### config.mk
export PLATFORM = sky130hd
export DESIGN_NAME = sync_msg_fifo
export DESIGN_NICKNAME = d
export VERILOG_FILES = /design/src/rtl/parser_defs_pkg.sv /design/src/rtl/fifo_ram.sv /design/src/rtl/sync_msg_fifo.sv
export SDC_FILE = /design/constraint.sdc
export NUM_CORES = 1
export LEC_CHECK = 0
export BUFFER_PORTS_ARGS = -buffer_cell sky130_fd_sc_hd__buf_4
export CAP_MARGIN = 30
export CORE_MARGIN = 4
export CORE_UTILIZATION = 65
export DETAILED_ROUTE_END_ITERATION = 8
export PLACE_DENSITY = 0.89
export SYNTH_ARGS = -nofsm -noshare
export SYNTH_HDL_FRONTEND = slang
export SYNTH_SLANG_ARGS = --single-unit
### constraint.sdc
create_clock -name clk -period 9.7 [get_ports clk]
set_input_delay 1.94 -clock clk [delete_from_list [all_inputs] [get_ports clk]]
set_output_delay 1.94 -clock clk [all_outputs]
set_load 0.01 [all_outputs]
### src/rtl/parser_defs_pkg.sv
// Shared parser types and message-FIFO default sizing constants.
package parser_defs;

   typedef struct packed {
      logic [3:0]  msg_type;
      logic [11:0] length;
      logic [15:0] tag;
   } parsed_msg_t;

   localparam int MSG_FIFO_DEPTH_DFLT         = 16;
   // almost_full default sits this many entries below DEPTH
   localparam int MSG_FIFO_AFULL_MARGIN_DFLT  = 2;
   localparam int MSG_FIFO_AEMPTY_THRESH_DFLT = 2;

endpackage

### src/rtl/fifo_ram.sv
// Simple dual-port storage: one synchronous write port, one asynchronous read port.
// Latency: write visible on read port the cycle after the write edge.
// Backpressure: none; the caller gates the write enable.
module fifo_ram
   import parser_defs::*;
#(
   parameter int DEPTH = MSG_FIFO_DEPTH_DFLT,
   parameter int AW    = $clog2(DEPTH)
) (
   input  logic              clk,
   input  logic              we,
   input  logic [AW-1:0]     waddr,
   input  parsed_msg_t       wdata,
   input  logic [AW-1:0]     raddr,
   output parsed_msg_t       rdata
);

   parsed_msg_t mem [DEPTH];

   always_ff @(posedge clk) begin
      if (we) mem[waddr] <= wdata;
   end

   assign rdata = mem[raddr];

endmodule

### src/rtl/sync_msg_fifo.sv
// Single-clock FWFT FIFO of parsed messages; MSG_FIFO_DROP_CNT_EN adds a rejected-write counter.
// Latency: 1 cycle from write into an empty FIFO to out_valid.
// Backpressure: in_ready = !full, out_valid = !empty, both from registered count.
module sync_msg_fifo
   import parser_defs::*;
#(
   parameter int DEPTH         = MSG_FIFO_DEPTH_DFLT,
   parameter int AFULL_THRESH  = DEPTH - MSG_FIFO_AFULL_MARGIN_DFLT,
   parameter int AEMPTY_THRESH = MSG_FIFO_AEMPTY_THRESH_DFLT
) (
   input  logic                     clk,
   input  logic                     reset,
   input  logic                     flush,
   input  logic                     in_valid,
   output logic                     in_ready,
   input  parsed_msg_t              msg_in,
   output logic                     out_valid,
   input  logic                     out_ready,
   output parsed_msg_t              msg_out,
   output logic [$clog2(DEPTH):0]   count,
   output logic                     full,
   output logic                     empty,
   output logic                     almost_full,
`ifdef MSG_FIFO_DROP_CNT_EN
   output logic                     almost_empty,
   output logic [15:0]              drop_cnt
`else
   output logic                     almost_empty
`endif
);

   localparam int PW = $clog2(DEPTH);
   localparam int CW = PW + 1;
   localparam logic [CW-1:0] DEPTH_C  = CW'(DEPTH);
   localparam logic [CW-1:0] AFULL_C  = CW'(AFULL_THRESH);
   localparam logic [CW-1:0] AEMPTY_C = CW'(AEMPTY_THRESH);

   logic [PW-1:0] wr_ptr;
   logic [PW-1:0] rd_ptr;
   logic          wr_en;
   logic          rd_en;

   assign full         = (count == DEPTH_C);
   assign empty        = (count == '0);
   assign almost_full  = (count >= AFULL_C);
   assign almost_empty = (count <= AEMPTY_C);
   assign in_ready     = !full;
   assign out_valid    = !empty;

   assign wr_en = in_valid && in_ready;
   assign rd_en = out_valid && out_ready;

   // Power-of-two depth lets the pointers wrap naturally at DEPTH-1 -> 0
   always_ff @(posedge clk) begin
      if (!reset) begin
         wr_ptr <= '0;
         rd_ptr <= '0;
         count  <= '0;
      end else if (flush) begin
         wr_ptr <= '0;
         rd_ptr <= '0;
         count  <= '0;
      end else begin
         if (wr_en) wr_ptr <= wr_ptr + 1'b1;
         if (rd_en) rd_ptr <= rd_ptr + 1'b1;
         case ({wr_en, rd_en})
            2'b10:   count <= count + 1'b1;
            2'b01:   count <= count - 1'b1;
            default: count <= count;
         endcase
      end
   end

   fifo_ram #(
      .DEPTH (DEPTH),
      .AW    (PW)
   ) u_ram (
      .clk   (clk),
      .we    (wr_en && reset && !flush),
      .waddr (wr_ptr),
      .wdata (msg_in),
      .raddr (rd_ptr),
      .rdata (msg_out)
   );

`ifdef MSG_FIFO_DROP_CNT_EN
   // Counts refused offers even in a flush cycle; only reset clears it
   always_ff @(posedge clk) begin
      if (!reset) begin
         drop_cnt <= '0;
      end else if (in_valid && !in_ready && drop_cnt != 16'hFFFF) begin
         drop_cnt <= drop_cnt + 16'd1;
      end
   end
`endif

endmodule

==> flow_metrics.env <==
export IMPL_synth_top_cells_by_count="edfxtp_1, mux4_2, a22oi_1"
export IMPL_fin_util_pct=74.9
export IMPL_regToRegEndpoint="u_ram.mem[10][13]$_DFFE_PP_"
export IMPL_firstDrtPassIters=5
export IMPL_finalSetupTns_ps=0
export IMPL_clock_power_share_pct=41.3
export IMPL_synthTopCellsByArea="edfxtp_1, mux4_2, a22oi_1, dfxtp_1, nand2_1"
export IMPL_yosys_area_share_simple_pct=2.12
export IMPL_cts_htree_levels=2
export IMPL_leakage_nw=7.25
export IMPL_yosysTopAreaCell="edfxtp_1"
export IMPL_hold_start="rd_ptr[3]$_SDFFE_PP0P_"
export IMPL_maxSlewHeadroom_pct=40.5
export IMPL_cpPeakStageDelay_ps=830
export IMPL_hold_path_class="reg2reg"
export IMPL_synth_nets=957
export IMPL_num_vias=9926
export IMPL_setup_violations=0
export IMPL_finalCriticalPeriod_ps=5380
export IMPL_clock_sinks=529
export IMPL_io_pins=80
export IMPL_avgSynthCellArea_sq_um=22.1
export IMPL_fmax_ghz=0.186
export IMPL_io_buffers=79
export IMPL_endpoint="msg_out[3]"
export IMPL_seq_area_frac_synth_pct=78.1
export IMPL_hold_viol=0
export IMPL_crit_type="reg2out"
export IMPL_ys_types=36
export IMPL_clkTransAtPathRegs_ps=60
export IMPL_diodes=0
export IMPL_final_area_sq_um=22900
export IMPL_internal_power_w=0.00361
export IMPL_num_rows=64
export IMPL_outcome="finished clean"
export IMPL_synth_compound_area_share_pct=2.99
export IMPL_critPathBufInv=2
export IMPL_syn_to_final_growth_pct=13.9
export IMPL_finalHoldWorstSlack_ps=537
export IMPL_worst_slew_pin_slew_ps=893
export IMPL_synth_flop_cell="edfxtp_1"
export IMPL_initial_core_util_pct=65.7
export IMPL_synth_cells=910
export IMPL_hpwl_mm=23.1
export IMPL_antenna_found_initial=1
export IMPL_synth_seq_cells=529
export IMPL_die_h_um=184
export IMPL_ys_warn_count=0
export IMPL_seqPwrFrac_pct=56.0
export IMPL_worstSetupEndpointType="primary output"
export IMPL_dp_cells=1362
export IMPL_post_cts_buffers=0
export IMPL_cp_max_fo=44
export IMPL_ir_worst_vdd_uv=178
export IMPL_path_delay_family="buffers and inverters"
export IMPL_instances_no_fill=1454
export IMPL_r2r_cells=5
export IMPL_synth_edf_count=512
export IMPL_async_reset_ff_share_pct=0
export IMPL_crit_cells=5
export IMPL_ant_nets=0
export IMPL_power_density_nw_per_um2=196
export IMPL_p_comb_share_pct=2.7
export IMPL_grt_max_degree=61
export IMPL_grt_util_all_layers_pct=27.7
export IMPL_rrSetupSlack_ps=6760
export IMPL_swShare_pct=19.6
export IMPL_core_area_sq_um=30600
export IMPL_ctsHoldBuffers=0
export IMPL_maxCapViolCount=0
export IMPL_cts_resized=0
export IMPL_grt_pass1_wl_mm=68.0
export IMPL_cp_cell_sequence="buf_4 -> mux4_2 -> a22oi_1 -> nand2_1 -> buf_4"
export IMPL_die_w_um=184
export IMPL_numCtsBuffers=50
export IMPL_cp_required_ps=7760
export IMPL_clock_latency_ps=570
export IMPL_drt_total_wl_mm=45.6
export IMPL_drive_above_1_share_pct=30.8
export IMPL_finClkSkew_ps=22.5
export IMPL_synthMuxAreaShare_pct=14.5
export IMPL_worst_path_max_delay_cell="buf_4"
export IMPL_rsz0062_at_grt="false"
export IMPL_finalCritPeriodShare_pct=55.5
export IMPL_cts_tree="yes"
export IMPL_clock_root_buffer="clkbuf_16"
export IMPL_gp_congestion=0.735
export IMPL_timing_final_max_slew_violations=0
export IMPL_path_common_cell="buf_4"
export IMPL_startpoint_type="flip-flop"
export IMPL_syn_area_sq_um=20100
export IMPL_switching_power_w=0.000881
export IMPL_synth_most_common_cell="edfxtp_1"
export IMPL_synthXorXnorAreaFrac_pct=0.261
export IMPL_yosysTopAreaCellShare_pct=76.5
export IMPL_drt_iter0_markers=1326
export IMPL_place_area_sq_um=21400
export IMPL_routed_via_density=6.83
export IMPL_timing_rr_start="count[0]$_SDFFE_PP0P_"
export IMPL_drc=0
export IMPL_die_area_sq_um=33800
export IMPL_grt_overflow=0
export IMPL_first_global_vias=10600
export IMPL_fin_nets=1065
export IMPL_synthAdderAreaFrac_pct=0.660
export IMPL_wire_per_inst_um=31.4
export IMPL_max_clock_path_buffers=3
export IMPL_arrival_ps=3440
export IMPL_synth_top_family_by_area="multiplexers"
## routing by layer
layer	vias to the layer above	global-route usage, %	wire length (um)
met5	-	0	13
met4	2	9.61	1610
met3	128	5.34	4230
met2	653	46.4	23700
met1	5113	37.3	16100
li1	4030	-	-
## layout by cell type (no fill, tap or decap), drive strengths merged, types with 2 or more instances in the layout
cell      netlist  final
edfxtp        512    512
mux4          128    128
buf            28    104
a22oi          64     64
clkbuf         20     60
nand2          43     43
nor2           33     33
clkinv          0     23
dfxtp          17     17
inv            10     12
ha              9      9
a21oi           7      7
nand3           6      6
xor2            5      5
bufinv          0      4
or3             3      3
mux2i           3      3
clkinvlp        0      3
nor2b           3      3
or4             3      3
nand2b          2      2
o211ai          2      2
## layout make-up
type                            instances  area [sq um]
Sequential cell                       529         15700
Clock buffer                           60          1290
Inverter                               10          37.5
Clock inverter                         32           267
Multi-Input combinational cell        323          4270
Timing Repair Buffer                  104           833
Tap cell                              396           495
Fill cell                            1580          7680
## cell families (layout without fill, tap and decap cells)
logic type / Yosys count / after routing
DFF: 529 / 529
muxes: 131 / 131
and+or+nand+nor: 98 / 98
AOI/OAI and AO/OA: 78 / 78
buffers and inverters: 58 / 206
adders and majority gates: 10 / 10
xor gates and xnor gates: 6 / 6
## worst min path at each step
stage / to / cells past startpoint
4_1_cts: rd_ptr[3]$_SDFFE_PP0P_ / 2
5_1_grt: rd_ptr[3]$_SDFFE_PP0P_ / 2
2_1_floorplan: flip-flop / 2
6_report: rd_ptr[3]$_SDFFE_PP0P_ / 2
3_5_place_dp: flip-flop / 2
3_3_place_gp: rd_ptr[3]$_SDFFE_PP0P_ / 2
## tightest hold or removal path: cells and delay by family, from the launching register on
family / cells / cell delay (ps)
flip-flops: 1 / 310
AO/OA/AOI/OAI: 1 / 90
AND/OR/NAND/NOR: 1 / 80
## stage by stage
| stage | worst slack [ps] | power (W) |
|---|---|---|
| after floorplan | 5260 | 0.00262 |
| after global placement | 4850 | 0.00268 |
| after detailed placement | 4880 | 0.00268 |
| after CTS | 4230 | 0.00452 |
| after global routing | 3990 | 0.00464 |
| final | 4320 | 0.00450 |
## power groups by stage
stage	combinational [W]	sequential, W	clock [W]
final	0.000121	0.00252	0.00186
after global routing	0.000132	0.00252	0.00199
after CTS	0.000122	0.00252	0.00188
after detailed placement	0.000120	0.00257	0
after global placement	0.000113	0.00256	0
after floorplan	0.0000612	0.00256	0
## registers in the layout, indices dropped and copies added (netlist names), named ones only
register	cells
rd_ptr	4
u_ram.mem	512
count	5
wr_ptr	4
(Power assumes the default switching activity.)
